## src/rtl/mem_arb_pkg.sv

```systemverilog
// Shared types for the SDRAM arbiter: FSM state encoding, grant codes,
// transfer FIFO entry layout and parameter defaults.
package mem_arb_pkg;

  localparam int FIFO_DEPTH_DEF   = 4;
  localparam int STARVE_LIMIT_DEF = 8;

  typedef enum logic [1:0] {
    ST_IDLE = 2'b00,
    ST_CPC  = 2'b01,
    ST_TFR  = 2'b10
  } arb_state_e;

  typedef logic [1:0] grant_t;

  localparam grant_t GRANT_IDLE = 2'b00;
  localparam grant_t GRANT_CPC  = 2'b01;
  localparam grant_t GRANT_TFR  = 2'b10;

  typedef struct packed {
    logic [23:0] addr;
    logic [7:0]  data;
  } tfr_entry_t;

  function automatic grant_t state_to_grant(arb_state_e s);
    case (s)
      ST_CPC:  return GRANT_CPC;
      ST_TFR:  return GRANT_TFR;
      default: return GRANT_IDLE;
    endcase
  endfunction

endpackage

```

## src/rtl/tfr_fifo.sv

```systemverilog
// Synchronous FIFO holding pending support-CPU writes as {addr, data}.
// Pushes while full are ignored here; the caller flags the overflow.
module tfr_fifo
  import mem_arb_pkg::*;
#(
  parameter int DEPTH = FIFO_DEPTH_DEF
) (
  input  logic       memclk_i,
  input  logic       nreset_i,
  input  logic       push,
  input  tfr_entry_t push_data,
  input  logic       pop,
  output tfr_entry_t head,
  output logic       full,
  output logic       empty
);

  localparam int PTR_W = $clog2(DEPTH);

  tfr_entry_t       mem [DEPTH];
  logic [PTR_W-1:0] wr_ptr;
  logic [PTR_W-1:0] rd_ptr;
  logic [PTR_W:0]   count;
  logic             push_ok;
  logic             pop_ok;

  assign push_ok = push && !full;
  assign pop_ok  = pop && !empty;
  assign full    = (count == (PTR_W+1)'(DEPTH));
  assign empty   = (count == '0);
  assign head    = mem[rd_ptr];

  // NOTE: sequential state uses non-blocking assignments so every flop
  // samples pre-edge values regardless of block ordering.
  always_ff @(posedge memclk_i or negedge nreset_i) begin
    if (!nreset_i) begin
      wr_ptr <= '0;
      rd_ptr <= '0;
      count  <= '0;
    end else begin
      if (push_ok) wr_ptr <= wr_ptr + PTR_W'(1);
      if (pop_ok)  rd_ptr <= rd_ptr + PTR_W'(1);
      case ({push_ok, pop_ok})
        2'b10:   count <= count + (PTR_W+1)'(1);
        2'b01:   count <= count - (PTR_W+1)'(1);
        default: count <= count;
      endcase
    end
  end

  // NOTE: storage has no reset; the pointers and count define validity,
  // and leaving the array unreset lets it map onto plain RAM.
  always_ff @(posedge memclk_i) begin
    if (push_ok) mem[wr_ptr] <= push_data;
  end

endmodule

```

## src/rtl/mem_arbiter.sv

```systemverilog
// Arbitrates one SDRAM port between CPC accesses and queued support-CPU
// writes, with a starvation counter that lets old transfers outrank the CPC.
module mem_arbiter
  import mem_arb_pkg::*;
#(
  parameter int FIFO_DEPTH   = FIFO_DEPTH_DEF,
  parameter int STARVE_LIMIT = STARVE_LIMIT_DEF
) (
  input  logic        memclk_i,
  input  logic        nreset_i,
  input  logic        tfr_wr_i,
  input  logic [23:0] tfr_A_i,
  input  logic [7:0]  tfr_D_i,
  output logic        tfr_full_o,
  output logic        tfr_empty_o,
  output logic        tfr_ovf_o,
  input  logic        cpc_req_i,
  input  logic        cpc_we_i,
  input  logic [23:0] cpc_A_i,
  input  logic [7:0]  cpc_D_i,
  output logic        cpc_ack_o,
  output logic [7:0]  cpc_D_o,
  output logic        mem_req_o,
  output logic        mem_we_o,
  output logic [23:0] mem_A_o,
  output logic [7:0]  mem_D_o,
  input  logic        mem_ack_i,
  input  logic [7:0]  mem_D_i,
  output logic [1:0]  grant_o
);

  localparam int STARVE_W = $clog2(STARVE_LIMIT + 1);

  arb_state_e          state;
  arb_state_e          state_n;
  logic [STARVE_W-1:0] starve_cnt;
  tfr_entry_t          push_entry;
  tfr_entry_t          fifo_head;
  logic                fifo_full;
  logic                fifo_empty;
  logic                fifo_pop;
  logic                cpc_eligible;
  logic                starved;
  logic                tfr_pick;
  logic                enter_tfr;
  logic                enter_cpc;
  logic                leave_grant;

  assign push_entry = '{addr: tfr_A_i, data: tfr_D_i};

  tfr_fifo #(.DEPTH(FIFO_DEPTH)) u_fifo (
    .memclk_i  (memclk_i),
    .nreset_i  (nreset_i),
    .push      (tfr_wr_i),
    .push_data (push_entry),
    .pop       (fifo_pop),
    .head      (fifo_head),
    .full      (fifo_full),
    .empty     (fifo_empty)
  );

  // The CPC request is ignored while its previous ack is still showing.
  assign cpc_eligible = cpc_req_i && !cpc_ack_o;
  assign starved      = (starve_cnt == STARVE_W'(STARVE_LIMIT));
  assign tfr_pick     = !fifo_empty && (starved || !cpc_eligible);

  // NOTE: state_n is defaulted before the case so no path leaves it
  // unassigned, which would otherwise infer a latch.
  always_comb begin
    state_n = state;
    case (state)
      ST_IDLE: begin
        if (tfr_pick)          state_n = ST_TFR;
        else if (cpc_eligible) state_n = ST_CPC;
      end
      ST_CPC, ST_TFR: begin
        if (mem_ack_i) state_n = ST_IDLE;
      end
      default: state_n = ST_IDLE;
    endcase
  end

  assign enter_tfr   = (state == ST_IDLE) && (state_n == ST_TFR);
  assign enter_cpc   = (state == ST_IDLE) && (state_n == ST_CPC);
  assign leave_grant = (state != ST_IDLE) && (state_n == ST_IDLE);
  assign fifo_pop    = (state == ST_TFR) && mem_ack_i;

  assign tfr_full_o  = fifo_full;
  assign tfr_empty_o = fifo_empty;
  assign grant_o     = state_to_grant(state);

  always_ff @(posedge memclk_i or negedge nreset_i) begin
    if (!nreset_i) state <= ST_IDLE;
    else           state <= state_n;
  end

  // SDRAM-side request fields are latched only on grant entry, so they
  // stay stable for the whole access.
  always_ff @(posedge memclk_i or negedge nreset_i) begin
    if (!nreset_i) begin
      mem_req_o <= 1'b0;
      mem_we_o  <= 1'b0;
      mem_A_o   <= '0;
      mem_D_o   <= '0;
    end else if (enter_tfr) begin
      mem_req_o <= 1'b1;
      mem_we_o  <= 1'b1;
      mem_A_o   <= fifo_head.addr;
      mem_D_o   <= fifo_head.data;
    end else if (enter_cpc) begin
      mem_req_o <= 1'b1;
      mem_we_o  <= cpc_we_i;
      mem_A_o   <= cpc_A_i;
      mem_D_o   <= cpc_D_i;
    end else if (leave_grant) begin
      mem_req_o <= 1'b0;
    end
  end

  always_ff @(posedge memclk_i or negedge nreset_i) begin
    if (!nreset_i) begin
      cpc_ack_o <= 1'b0;
      cpc_D_o   <= '0;
    end else begin
      cpc_ack_o <= (state == ST_CPC) && mem_ack_i;
      if ((state == ST_CPC) && mem_ack_i && !mem_we_o) cpc_D_o <= mem_D_i;
    end
  end

  // Counts how long a queued transfer has waited outside TFR; saturates.
  always_ff @(posedge memclk_i or negedge nreset_i) begin
    if (!nreset_i) begin
      starve_cnt <= '0;
    end else if (enter_tfr) begin
      starve_cnt <= '0;
    end else if (!fifo_empty && (state != ST_TFR) && !starved) begin
      starve_cnt <= starve_cnt + STARVE_W'(1);
    end
  end

  always_ff @(posedge memclk_i or negedge nreset_i) begin
    if (!nreset_i)                  tfr_ovf_o <= 1'b0;
    else if (tfr_wr_i && fifo_full) tfr_ovf_o <= 1'b1;
  end

endmodule

```

## config.mk

```make
export PLATFORM = sky130hd
export DESIGN_NAME = mem_arbiter
export DESIGN_NICKNAME = d
export VERILOG_FILES = /design/src/rtl/mem_arb_pkg.sv /design/src/rtl/tfr_fifo.sv /design/src/rtl/mem_arbiter.sv
export SDC_FILE = /design/constraint.sdc
export NUM_CORES = 1
export LEC_CHECK = 0
export ABC_AREA = 1
export CAP_MARGIN = 20
export CELL_PAD_IN_SITES_DETAIL_PLACEMENT = 0
export CELL_PAD_IN_SITES_GLOBAL_PLACEMENT = 2
export CORE_MARGIN = 3
export CORE_UTILIZATION = 33
export CTS_BUF_LIST = sky130_fd_sc_hd__clkbuf_8
export CTS_CLUSTER_SIZE = 12
export DETAILED_ROUTE_END_ITERATION = 8
export GPL_TIMING_DRIVEN = 0
export PLACE_DENSITY = 0.79
export SETUP_SLACK_MARGIN = 0.2
export SLEW_MARGIN = 40
export SYNTH_ARGS = -nofsm -noshare
export SYNTH_HDL_FRONTEND = slang
export SYNTH_SLANG_ARGS = --single-unit
```

## constraint.sdc

```tcl
create_clock -name memclk_i -period 2.8 [get_ports memclk_i]
set_clock_uncertainty 0.2 [all_clocks]
set_input_delay 0.56 -clock memclk_i [delete_from_list [all_inputs] [get_ports memclk_i]]
set_output_delay 0.56 -clock memclk_i [all_outputs]
set_load 0.02 [all_outputs]
```

After elaboration in Yosys (flattened, before gate mapping):

Memories as Yosys holds them, arrays and structs flattened.
Cells that the tools add are included.

* memories: 1
* output and inout port bits: 48
* logic and storage cells: 75
* register bits: 57
* bits of input ports: 78
* memory bits (writable): 128

Memories
* u_fifo.mem: depth 4, width 32, read ports 1, clocked after memory_dff 0, wr ports 1, RTL line tfr_fifo.sv:20 `tfr_entry_t mem [DEPTH];`

* equal/unequal tests: 9
* muxes and demuxes: 19
* reductions and logical operators: 29
* $add $sub $neg: 5

Operators by type and width (number)
* $mux W24: 2
* $mux W8: 2
* $logic_and A1 B1 Y1: 13
* $mux W4: 2
* $pmux W2 S2: 2
* $reduce_bool A2 Y1: 4
* $mux W1: 7
* $eq A2 B1 Y1 const B: 3
* $eq A2 B2 Y1 const B: 3
* $logic_not A1 Y1: 6
* $mux W2: 3
* $pmux W3 S2: 1
* $add A2 B1 Y2 const B: 2
* $add A4 B1 Y4 const B: 1
* $eq A4 B4 Y1 const B: 1
* $logic_not A2 Y1: 2
* $add A3 B1 Y3 const B: 1
* $eq A3 B3 Y1 const B: 1
* $logic_not A3 Y1: 1
* $reduce_bool A3 Y1: 1
* $sub A3 B1 Y3 const B: 1
* $ne A2 B2 Y1 const B: 1
* $reduce_or A2 Y1: 1
* $logic_or A1 B1 Y1: 1

Logic depth before layout (Yosys ltp):

Gate-level depths: netlist of run 1.

* word-level depth: 12
* mapped depth: 13
* mapped depth without buffers: 12

Modules after synthesis:

Synthesis of run 1 repeated with hierarchy kept, for this count alone.

* cells, all modules: 807
* area, all modules: 8385.5 sq um

Modules (own cells, without submodules)
* tfr_fifo: instances 1, seq. area each 4018.9 sq um, area each 5562.8 sq um, cells each 435
* mem_arbiter: instances 1, seq. area each 1251.2 sq um, area each 2822.7 sq um, cells each 372

Worst setup path after synthesis of run 1:

Ideal clock, no wire load.

* path kind: register to register
* start point: register u_fifo.count[2]
* end point: memory u_fifo.mem[0][0] (netlist bit), enable pin
* setup slack: -0.006 ns
* period minus slack after synthesis: 2.806 ns
* library setup time: 0.421 ns
* stages on the path, launching flop included: 6
* path buffers: 0
* arrival: 2.185 ns
* data required time: 2.179 ns
* cell sequence: dfrtp_1 > inv_1 > nor3_1 > inv_1 > nand2_1 > nor2_1

* longest elaborated chain between the ends: 5

Ends and longest elaborated chain
* from (decl): RTL line tfr_fifo.sv:23 `logic [PTR_W:0] count;`
* from (signal assigned): RTL line tfr_fifo.sv:44 `2'b10: count <= count + (PTR_W+1)'(1);`
* from (signal assigned): RTL line tfr_fifo.sv:45 `2'b01: count <= count - (PTR_W+1)'(1);`
* from (signal assigned): RTL line tfr_fifo.sv:46 `default: count <= count;`
* $eq A3 B3 Y1: RTL line tfr_fifo.sv:29 `assign full = (count == (PTR_W+1)'(DEPTH));`
* via tfr_full_o: RTL line mem_arbiter.sv:14 `output logic tfr_full_o,`
* $logic_not A1 Y1: RTL line tfr_fifo.sv:27 `assign push_ok = push && !full;`
* $logic_and A1 B1 Y1: RTL line tfr_fifo.sv:27
* $mux W1: RTL line tfr_fifo.sv:54 `if (push_ok) mem[wr_ptr] <= push_data;`
* $mux W1 (implied by the code): RTL line tfr_fifo.sv:54
* to (decl): RTL line tfr_fifo.sv:20

The timed path passes the listed nets, and every way through them passes these cells.

Worst setup path after layout of run 1:

* start point: register state[0]
* end point: register u_fifo.count[2]

* longest elaborated chain between the ends: 5
* elaborated cells between the ends (all ways): 7
* classes of those cells: 3 x eq/ne; 1 x mux; 3 x reduce/logical

Ends and longest elaborated chain
* from (decl): RTL line mem_arbiter.sv:34 `arb_state_e state;`
* from (signal assigned): RTL line mem_arbiter.sv:94 `else state <= state_n;`
* $eq A2 B2 Y1 *: RTL line mem_arbiter.sv:86 `assign fifo_pop = (state == ST_TFR) && mem_ack_i;`
* $logic_and A1 B1 Y1 *: RTL line mem_arbiter.sv:86
* $logic_and A1 B1 Y1 *: RTL line tfr_fifo.sv:28 `assign pop_ok = pop && !empty;`
* via u_fifo.pop_ok: RTL line tfr_fifo.sv:25 `logic pop_ok;`
* $eq A2 B1 Y1 or $eq A2 B2 Y1 (tied branches): RTL line tfr_fifo.sv:43 `case ({push_ok, pop_ok})`
* $pmux W3 S2 or $reduce_bool A2 Y1 (tied branches)

Mark *: on every way through the listed nets, which the timed path passes. The rest lies on a longest branch.
A chain may end at the register's enable or synchronous reset.

==> flow_metrics.py, run 1 <==
metrics = {
    "outcome": {
        "status": "finished, final reports clean",
    },
    "sta": {
        "slew_headroom_pct": 55.5,
        "fin_crit_sh_pct": 88.2,
        "period_minus_slack_ns": 2.47,
        "worst_pin_slew_ns": 0.662,
        "fin_hold_ws_ns": 0.279,
        "hold_violations": 0,
        "rsz0062_at_grt": "yes",
        "fmax_mhz": 405,
        "slew_violations": 0,
        "fin_tns_setup_ns": 0,
        "setup_viol": 0,
    },
    "detailed_routing": {
        "routed_wl_mm": 21.5,
        "drcViolationCount": 0,
        "wl_per_cell_um": 18.2,
        "vias_per_cell": 4.81,
        "first_pass_iters": 5,
        "drtIter0Drc": 319,
        "dr_total_vias": 5689,
        "ant_nets": 0,
    },
    "die": {
        "die-area_um2": 25800,
        "row_count": 55,
        "initial_core_util_pct": 34.2,
        "coreArea_um2": 23100,
        "die_w_um": 161,
        "ios": 126,
        "die_h_um": 161,
    },
    "power": {
        "sequentialPowerShare_pct": 36.5,
        "p_comb_share_pct": 46.8,
        "switchingPower_mw": 4.73,
        "netSwitchingFraction_pct": 42.6,
        "internal-power_mw": 6.37,
        "p_per_area_nw_per_um2": 1090,
        "power_frac_clock_pct": 16.7,
        "ir_drop_uv": 465,
        "leakagePower_nw": 4.13,
    },
    "clocking": {
        "tritoncts": "yes",
        "root_buffer": "clkbuf_8",
        "clock_path_buffers": 2,
        "post-cts-setup-buffers": 0,
        "clkLatencyLatePin_ns": 0.47,
        "clk_pin_slew_ns": 0.11,
        "htreeDepth": 4,
        "clock-sinks": 185,
        "cts_buffers": 17,
    },
    "global_route": {
        "grt_use_total_pct": 16.8,
        "grt_start_max_net_pins": 33,
        "grt_pass1_wl_mm": 33.3,
        "grt_antenna_before_repair": 0,
        "grt_overflow": 0,
        "grt_pass1_vias": 5844,
    },
    "yosys": {
        "syn_area_um2": 7890,
        "syn_inst": 702,
        "synth_top_area_share_pct": 48.7,
        "synth_area_leader_cell": "edfxtp_1",
        "syn-num-nets": 794,
        "ys.flop_type": "edfxtp_1",
        "synth-async-reset-ratio_pct": 30.8,
        "synth_common_cells": "edfxtp_1 (128), nand3_1 (102), nand2_1 (85)",
        "synth.area.top_cells": "edfxtp_1 (49%), dfrtp_1 (18%), nand3_1 (6.5%)",
        "synth_edf_count": 128,
        "synth_warnings": 0,
        "synth-seq-cells": 185,
        "synth.distinct_cells": 30,
        "seq_area_frac_synth_pct": 66.8,
        "synth_most_common_cell": "edfxtp_1",
        "syn_area_per_cell_um2": 11.2,
    },
    "cells_and_area": {
        "syn_to_final_growth_pct": 29.5,
        "layout.nets": 948,
        "fin_util_pct": 44.3,
        "fin_area_um2": 10200,
        "insertedDiodeCount": 0,
        "fill_cells": 2208,
        "drive_gt1_share_pct": 9.78,
    },
    "placement": {
        "numPortBuffers": 125,
        "dp_hpwl_mm": 15.1,
        "gp_congestion": 0.736,
        "dpl_cell_area_um2": 9750,
    },
    "critical_path": {
        "reg2reg_depth": 10,
        "r2r_slack_ns": 0.33,
        "reg2reg_from": "state[0]$_DFF_PN0_",
        "critPathArrivalTime_ns": 2.63,
        "path_class": "flop to flop",
        "end_kind": "flop",
        "start_kind": "flop",
        "worst-path-max-fanout": 5,
        "rr_endpoint": "u_fifo.count[2]$_DFFE_PN0P_",
        "cp_data_required_time_ns": 2.96,
    },
    "min_path": {
        "hold_depth": 1,
        "hold_class": "flop to flop",
        "holdPathEnd": "tfr_ovf_o$_DFFE_PN0P_",
        "min-delay-start": "tfr_ovf_o$_DFFE_PN0P_",
    },
    "flow_run": {
        "max-cap-violations": 0,
    },
}
cell usage in the layout, fill, tap and decap left out, drive strengths merged:
cell,n
nand4,1
o21ai,68
nor2,76
o22ai,10
inv,79
o22a,22
nor3,2
clkinvlp,1
dlymetal6s2s,1
nor4,1
xor2,6
fa,1
clkbuf,38
edfxtp,128
dlygate4sd2,3
nand3,104
ha,13
a21o,1
clkdlybuf4s50,120
nand2,86
a21oi,5
mux2,8
dfrtp,57
xnor2,1
dlygate4sd3,1
clkinv,8
buf,28
cell families (layout without fill, tap and decap cells):
group | count (synthesis) | after routing | share of synthesized area [%]
AND/OR/NAND/NOR | 270 | 270 | 14.9
flip-flops | 185 | 185 | 66.8
buffers and inverters | 112 | 279 | 5.98
AO/OA/AOI/OAI | 106 | 106 | 8.11
adder cells (fa/ha/maj) | 14 | 14 | 2.32
multiplexers | 8 | 8 | 1.14
XOR/XNOR | 7 | 7 | 0.777
metal layers:
layer	track usage (%)	part of all wire, %	up-vias
met5	0	0	-
met3	3.71	6.0	32
li1	-	-	2720
met2	27.1	47	184
met1	22.5	45	2753
met4	5.64	2.2	0
critical path, cell delays in order (launching register included):
cell	delay, ns
dfrtp_1	0.45
inv_1	0.16
ha_1	0.16
inv_1	0.06
nor3_2	0.29
ha_1	0.20
inv_1	0.07
fa_1	0.38
a21oi_1	0.15
o21ai_0	0.11
xor2_1	0.15
power by group through the flow:
stage	clock network, mW	registers, mW	logic (mW)
2_1_floorplan	0	4.41	2.70
3_3_place_gp	0	4.14	4.99
3_5_place_dp	0	4.11	5.21
4_1_cts	1.90	4.05	5.22
5_1_grt	2.01	4.13	5.72
6_report	1.85	4.05	5.19
sequential cells by signal, summed over array words and instances (netlist names):
signal,flops
mem_we_o,1
mem_req_o,1
tfr_ovf_o,1
cpc_D_o,8
cpc_ack_o,1
u_fifo.count,3
u_fifo.mem,128
u_fifo.wr_ptr,2
u_fifo.rd_ptr,2
state,2
mem_D_o,8
mem_A_o,24
starve_cnt,4
through the flow:
| stage | setup WS [ns] | power [mW] | std cells |
|---|---|---|---|
| 6_report | 0.332 | 11.1 | 1182 |
| 5_1_grt | 0.174 | 11.9 | 1182 |
| 3_5_place_dp | -0.162 | 9.32 | 1149 |
| 3_3_place_gp | -1.76 | 9.13 | 1140 |
| 2_1_floorplan | -0.00571 | 7.11 | 702 |
| 4_1_cts | 0.181 | 11.2 | 1182 |
final cells by class:
| class | count | area (um^2) | share of cell area [%] |
|---|---|---|---|
| inverters | 73 | 274 | 2.68 |
| repair buffers | 135 | 1450 | 14.2 |
| plain buffers | 39 | 203 | 1.98 |
| multi-input cells | 405 | 2200 | 21.5 |
| clock buffers | 17 | 234 | 2.29 |
| flip-flops and latches | 185 | 5270 | 51.6 |
| clock inverters | 15 | 193 | 1.89 |
| well taps | 313 | 392 | 3.83 |
repair_timing:
item                                    in CTS  in global routing
cloned                                       0                  0
hold buffers                                 1                  0
pin swaps                                    0                  1
hold endpoints to repair                    25                  0
endpoints found under the setup margin       4                 32
gates resized for setup                      4                  9
how the worst max path moves through the flow:
stage,slack (ns),endpoint,from,cells past startpoint
4_1_cts,0.18,u_fifo.count[2]$_DFFE_PN0P_,state[0]$_DFF_PN0_,10
2_1_floorplan,-0.006,u_fifo.mem[0][0]$_DFFE_PP_,u_fifo.count[2]$_DFFE_PN0P_,5
6_report,0.33,u_fifo.count[2]$_DFFE_PN0P_,state[0]$_DFF_PN0_,10
3_3_place_gp,-1.76,u_fifo.mem[0][25]$_DFFE_PP_,tfr_wr_i,3
3_5_place_dp,-0.16,u_fifo.count[2]$_DFFE_PN0P_,mem_ack_i,9
5_1_grt,0.17,u_fifo.count[2]$_DFFE_PN0P_,state[0]$_DFF_PN0_,10
Note: power is estimated with default switching activity, not from simulation.
==> run 2, diff against run 1 <==
--- a/config.mk
+++ b/config.mk
@@ -9,9 +9,10 @@
 export CAP_MARGIN = 20
 export CELL_PAD_IN_SITES_DETAIL_PLACEMENT = 0
 export CELL_PAD_IN_SITES_GLOBAL_PLACEMENT = 2
-export CORE_MARGIN = 3
+export CORE_MARGIN = 2
 export CORE_UTILIZATION = 33
 export CTS_BUF_LIST = sky130_fd_sc_hd__clkbuf_8
+export CTS_CLUSTER_DIAMETER = 80
 export CTS_CLUSTER_SIZE = 12
 export DETAILED_ROUTE_END_ITERATION = 8
 export GPL_TIMING_DRIVEN = 0
==> run 2 against run 1 <==
Register-to-register slack improved by 0.06 ns. Worst setup slack improved by 0.064 ns. Hold slack got worse by 0.018 ns. Cell area barely moved. First-iteration DRC count rose by 34%. Non-clock buffer count did not move. Global-route usage rose by 0.17 points. Sequential cell count did not move. Utilization fell by 0.80 points. Clock-buffer cell count did not move. Largest power group unchanged.
==> flow_metrics.py, run 2 (synthesized netlist as in run 1, its figures left out) <==
metrics = {
    "critical_path": {
        "worst-path-max-fanout": 10,
        "cp_data_required_time_ns": 2.95,
        "crit_chain": "inv_1 -> ha_1 -> inv_2 -> a21oi_1 -> nand2_1 -> nand2_1 -> nor2_4 -> nand2_2 -> buf_2 -> nand2_1 -> nand3_1 -> nand2_1",
        "crit_top_cell": "nand2_1",
        "critPathMaxStageDelay_ns": 0.45,
        "critPathArrivalTime_ns": 2.55,
        "critPathSlowestCell": "dfrtp_1",
        "start_kind": "flop",
        "path_class": "flop to flop",
        "end_kind": "flop",
    },
    "die": {
        "die-area_um2": 25200,
        "die_h_um": 159,
        "coreArea_um2": 23500,
        "ios": 126,
        "die_w_um": 159,
        "row_count": 56,
        "initial_core_util_pct": 33.6,
    },
    "sta": {
        "period_minus_slack_ns": 2.40,
        "hold_violations": 0,
        "fin_hold_ws_ns": 0.261,
        "rsz0062_at_grt": "yes",
        "fmax_mhz": 416,
        "fin_ws_ns": 0.396,
        "slew_headroom_pct": 61.8,
        "fin_tns_setup_ns": 0,
        "slew_violations": 0,
        "fin_crit_sh_pct": 85.9,
        "worst_pin_slew_ns": 0.572,
        "setup_viol": 0,
    },
    "clocking": {
        "htreeDepth": 4,
        "clock-sinks": 185,
        "clock_path_buffers": 2,
        "tritoncts": "yes",
        "root_buffer": "clkbuf_8",
        "cts_buffers": 17,
        "clk_pin_slew_ns": 0.11,
        "clkLatencyLatePin_ns": 0.45,
    },
    "placement": {
        "gp_congestion": 0.725,
        "numPortBuffers": 125,
        "dp_hpwl_mm": 14.4,
        "dpl_worst_slack_ns": -0.113,
    },
    "cells_and_area": {
        "regMostFlops": "u_fifo.mem",
        "fin_util_pct": 43.5,
        "layout.cells.most_common_list": "edfxtp_1 (128), clkdlybuf4s50_1 (120), nand3_1 (102)",
        "largest_reg_flops": 128,
        "layout.nets": 948,
        "reg.largest.list": "u_fifo.mem: 128 flops, mem_A_o: 24 flops",
        "insertedDiodeCount": 0,
        "drive_gt1_share_pct": 9.78,
        "layout_commonest_cell": "edfxtp_1",
        "syn_to_final_growth_pct": 29.5,
    },
    "global_route": {
        "grt_overflow": 0,
        "grt_pass1_vias": 5514,
        "grt_start_max_net_pins": 50,
        "grt_use_total_pct": 17.0,
        "grt_antenna_before_repair": 1,
        "grt_pass1_wl_mm": 31.6,
    },
    "flow_run": {
        "max-cap-violations": 0,
    },
    "detailed_routing": {
        "vias_per_cell": 4.68,
        "drtIter0Drc": 426,
        "routed_wl_mm": 20.5,
        "ant_nets": 0,
        "drcViolationCount": 0,
        "first_pass_iters": 5,
        "wl_per_cell_um": 17.2,
        "dr_total_vias": 5556,
    },
    "power": {
        "ir_drop_uv": 446,
        "switchingPower_mw": 4.62,
        "leakagePower_nw": 4.12,
        "netSwitchingFraction_pct": 42.1,
        "internal-power_mw": 6.35,
        "power_frac_clock_pct": 16.5,
        "sequentialPowerShare_pct": 37.0,
        "total_power_mw": 11.0,
        "p_comb_share_pct": 46.5,
        "p_per_area_nw_per_um2": 1070,
    },
    "outcome": {
        "status": "finished, final reports clean",
    },
    "min_path": {
        "hold_class": "primary input to asynchronous set/reset pin",
    },
}
-- run 2: repair_timing --
item / CTS / global route
pin swaps: 0 / 1
buffers inserted: 0 / 1
gates resized for setup: 4 / 7
hold endpoints to repair: 57 / 0
hold buffers: 1 / 0
endpoints found under the setup margin: 4 / 25
-- run 2: routing by layer --
| metal | part of all wire [%] | vias to the layer above | global-route usage, % |
|---|---|---|---|
| met5 | 0.059 | - | 0 |
| met4 | 0.99 | 2 | 3.52 |
| met3 | 5.5 | 15 | 3.97 |
| met2 | 48 | 150 | 28.1 |
| met1 | 45 | 2664 | 22.8 |
| li1 | - | 2725 | - |
-- run 2: through the flow --
stage | area [um^2] | std cells
2_1_floorplan | 7890 | 702
3_3_place_gp | 9540 | 1146
3_5_place_dp | 9750 | 1154
4_1_cts | 10200 | 1187
5_1_grt | 10200 | 1188
6_report | 10200 | 1188
-- run 2: area by class of cell --
class,instances,area [um^2]
fill,2235,13300
sequential,185,5270
multi-input combinational,405,2200
timing repair buffer,135,1450
tap,319,399
inverter,73,274
clock buffer,17,234
buffer,39,199
clock inverter,15,186
-- run 2: path summary, 6_finish.rpt --
path,cells past startpoint,from,endpoint,slack (ns)
max,12,state[0]$_DFF_PN0_,mem_A_o[14]$_DFFE_PN0P_,0.40
min,2,nreset_i,u_fifo.count[0]$_DFFE_PN0P_,0.26
max reg2reg,12,state[0]$_DFF_PN0_,mem_A_o[14]$_DFFE_PN0P_,0.40
min reg2reg,1,tfr_ovf_o$_DFFE_PN0P_,tfr_ovf_o$_DFFE_PN0P_,0.27
max in group asynchronous,3,nreset_i,mem_A_o[12]$_DFFE_PN0P_,1.65
min in group memclk_i,1,tfr_ovf_o$_DFFE_PN0P_,tfr_ovf_o$_DFFE_PN0P_,0.27
-- run 2: power groups by stage --
stage                     clock, mW  combinational [mW]  sequential (mW)
after CTS                      1.88                5.13             4.05
after global routing           1.99                5.67             4.13
after global placement            0                4.94             4.15
after floorplan                   0                2.70             4.41
final                          1.81                5.10             4.06
after detailed placement          0                5.12             4.11
-- run 2: worst max-delay path, delay by kind of cell (launching register included) --
kind / cells / cell delay [ns]
flops: 1 / 0.45
fa+ha+maj: 1 / 0.25
buf+inv: 3 / 0.53
simple gates: 7 / 0.75
compound gates: 1 / 0.12
==> run 3, diff against run 2 <==
==> constraint.sdc (replaced) <==
create_clock -name memclk_i -period 2.8 [get_ports memclk_i]
set_clock_uncertainty 0.2 [all_clocks]
set_input_delay 0.42 -clock memclk_i [delete_from_list [all_inputs] [get_ports memclk_i]]
set_output_delay 0.42 -clock memclk_i [all_outputs]
set_load 0.02 [all_outputs]
==> run 3 against run 2 <==
Sequential share of layout area about the same. Die area unchanged. Routed wire length about the same. First-iteration DRC count increased by 0.94%. Final cell count unchanged. Power increased by 0.25%. Worst setup slack got worse by 0.099 ns. Utilization about the same.
==> flow_metrics.py, run 3 (synthesized netlist as in run 1, its figures left out) <==
metrics = {
    "outcome": {
        "status": "finished, final reports clean",
    },
    "detailed_routing": {
        "vias_per_cell": 4.69,
        "dr_total_vias": 5574,
        "drcViolationCount": 0,
        "ant_nets": 0,
        "wl_per_cell_um": 17.2,
        "routed_wl_mm": 20.5,
        "drtIter0Drc": 430,
        "first_pass_iters": 5,
    },
    "clocking": {
        "clk_pin_slew_ns": 0.11,
        "cts_buffers": 17,
        "htreeDepth": 4,
        "clock_path_buffers": 2,
        "clkLatencyLatePin_ns": 0.45,
        "root_buffer": "clkbuf_8",
        "tritoncts": "yes",
        "clock-sinks": 185,
    },
    "cells_and_area": {
        "insertedDiodeCount": 0,
        "regMostFlops": "u_fifo.mem",
        "fin_area_um2": 10200,
        "layout.cells.most_common_list": "edfxtp_1 (128), clkdlybuf4s50_1 (124), nand3_1 (102)",
        "drive_gt1_share_pct": 9.90,
        "layout.nets": 948,
        "syn_to_final_growth_pct": 29.6,
        "layout_commonest_cell": "edfxtp_1",
        "reg.largest.list": "u_fifo.mem: 128 flops, mem_A_o: 24 flops",
        "fill_cells": 2238,
        "largest_reg_flops": 128,
    },
    "global_route": {
        "grt_pass1_wl_mm": 31.6,
        "grt_pass1_vias": 5514,
        "grt_use_total_pct": 17.0,
        "grt_antenna_before_repair": 1,
        "grt_overflow": 0,
        "grt_start_max_net_pins": 50,
    },
    "critical_path": {
        "start_kind": "flop",
        "worst-path-max-fanout": 4,
        "crit_chain": "inv_1 -> nand3_2 -> inv_1 -> clkdlybuf4s50_1",
        "critPathSlowestCell": "clkdlybuf4s50_1",
        "reg2reg_from": "state[0]$_DFF_PN0_",
        "reg2reg_depth": 12,
        "critPathMaxStageDelay_ns": 0.63,
        "critPathArrivalTime_ns": 1.88,
        "startpoint": "u_fifo.count[1]$_DFFE_PN0P_",
        "crit_top_cell": "inv_1",
        "end_kind": "output port",
        "cp_data_required_time_ns": 2.18,
        "path_class": "flop to output port",
    },
    "die": {
        "ios": 126,
        "die-area_um2": 25200,
        "row_count": 56,
        "initial_core_util_pct": 33.6,
        "die_w_um": 159,
        "coreArea_um2": 23500,
        "die_h_um": 159,
    },
    "sta": {
        "fin_tns_setup_ns": 0,
        "rsz0062_at_grt": "yes",
        "setup_viol": 0,
        "hold_violations": 0,
        "slew_violations": 0,
        "worst_pin_slew_ns": 0.575,
        "fmax_mhz": 399,
        "slew_headroom_pct": 61.6,
        "fin_crit_sh_pct": 89.4,
        "period_minus_slack_ns": 2.50,
    },
    "power": {
        "p_per_area_nw_per_um2": 1080,
        "ir_drop_uv": 446,
        "leakagePower_nw": 4.10,
    },
    "placement": {
        "dpl_cell_area_um2": 9750,
        "gp_congestion": 0.725,
        "dp_hpwl_mm": 14.4,
        "numPortBuffers": 125,
    },
    "min_path": {
        "hold_class": "primary input to asynchronous set/reset pin",
    },
    "flow_run": {
        "max-cap-violations": 0,
    },
}
-- run 3: metrics by stage --
step / util, % / hold WS [ns] / setup slack, ns / std cells / power, mW
final: 43.5 / 0.120 / 0.297 / 1188 / 11.0
after global routing: 43.5 / 0.0926 / 0.173 / 1188 / 11.8
after CTS: 43.4 / 0.0879 / 0.255 / 1187 / 11.1
after detailed placement: 41.5 / 0.0384 / 0.0268 / 1154 / 9.23
after global placement: 40.6 / 0.242 / -1.55 / 1146 / 9.08
after floorplan: - / -0.0756 / -0.00571 / 702 / 7.11
-- run 3: report_power, final --
group          internal [mW]  total (mW)  switching, mW
sequential              3.72        4.06          0.331
clock                  0.702        1.82           1.11
combinational           1.94        5.12           3.18
total                   6.37        11.0           4.63
-- run 3: final timing paths --
check                                         endpoint  slack, ns
max                                        tfr_empty_o       0.30
min                        u_fifo.count[0]$_DFFE_PN0P_       0.12
max reg2reg                    mem_A_o[14]$_DFFE_PN0P_       0.40
min reg2reg                      tfr_ovf_o$_DFFE_PN0P_       0.27
max in group asynchronous      mem_A_o[12]$_DFFE_PN0P_       1.79
min in group memclk_i            tfr_ovf_o$_DFFE_PN0P_       0.27
-- run 3: critical path: cells and delay by family, from the launching register on --
kind          cells  cell delay [ns]
flops             1             0.43
buf+inv           3             0.89
simple gates      1             0.11
-- run 3: area by class of cell --
class / count / area, um^2 / area share, %
repair buffers: 135 / 1450 / 14.2
inverters: 73 / 274 / 2.68
plain buffers: 39 / 200 / 1.96
well taps: 319 / 399 / 3.91
multi-input cells: 405 / 2200 / 21.6
flip-flops and latches: 185 / 5270 / 51.6
clock buffers: 17 / 234 / 2.29
clock inverters: 15 / 186 / 1.82
-- run 3: routing by layer --
metal  vias to the layer above  wire [um]  track usage [%]
met4                         2        203             3.52
met1                      2678       9220             22.8
met5                         -         12                0
met3                        15       1170             3.97
met2                       153       9870             28.1
li1                       2726          -                -
-- run 3: repair_timing --
item                                    in CTS  in global routing
pin swaps                                    0                  1
resized for setup                            1                  8
gates cloned                                 0                  0
endpoints found under the hold margin       57                  0
hold buffers                                 1                  0
setup buffers                                0                  1
endpoints found under the setup margin       1                 25
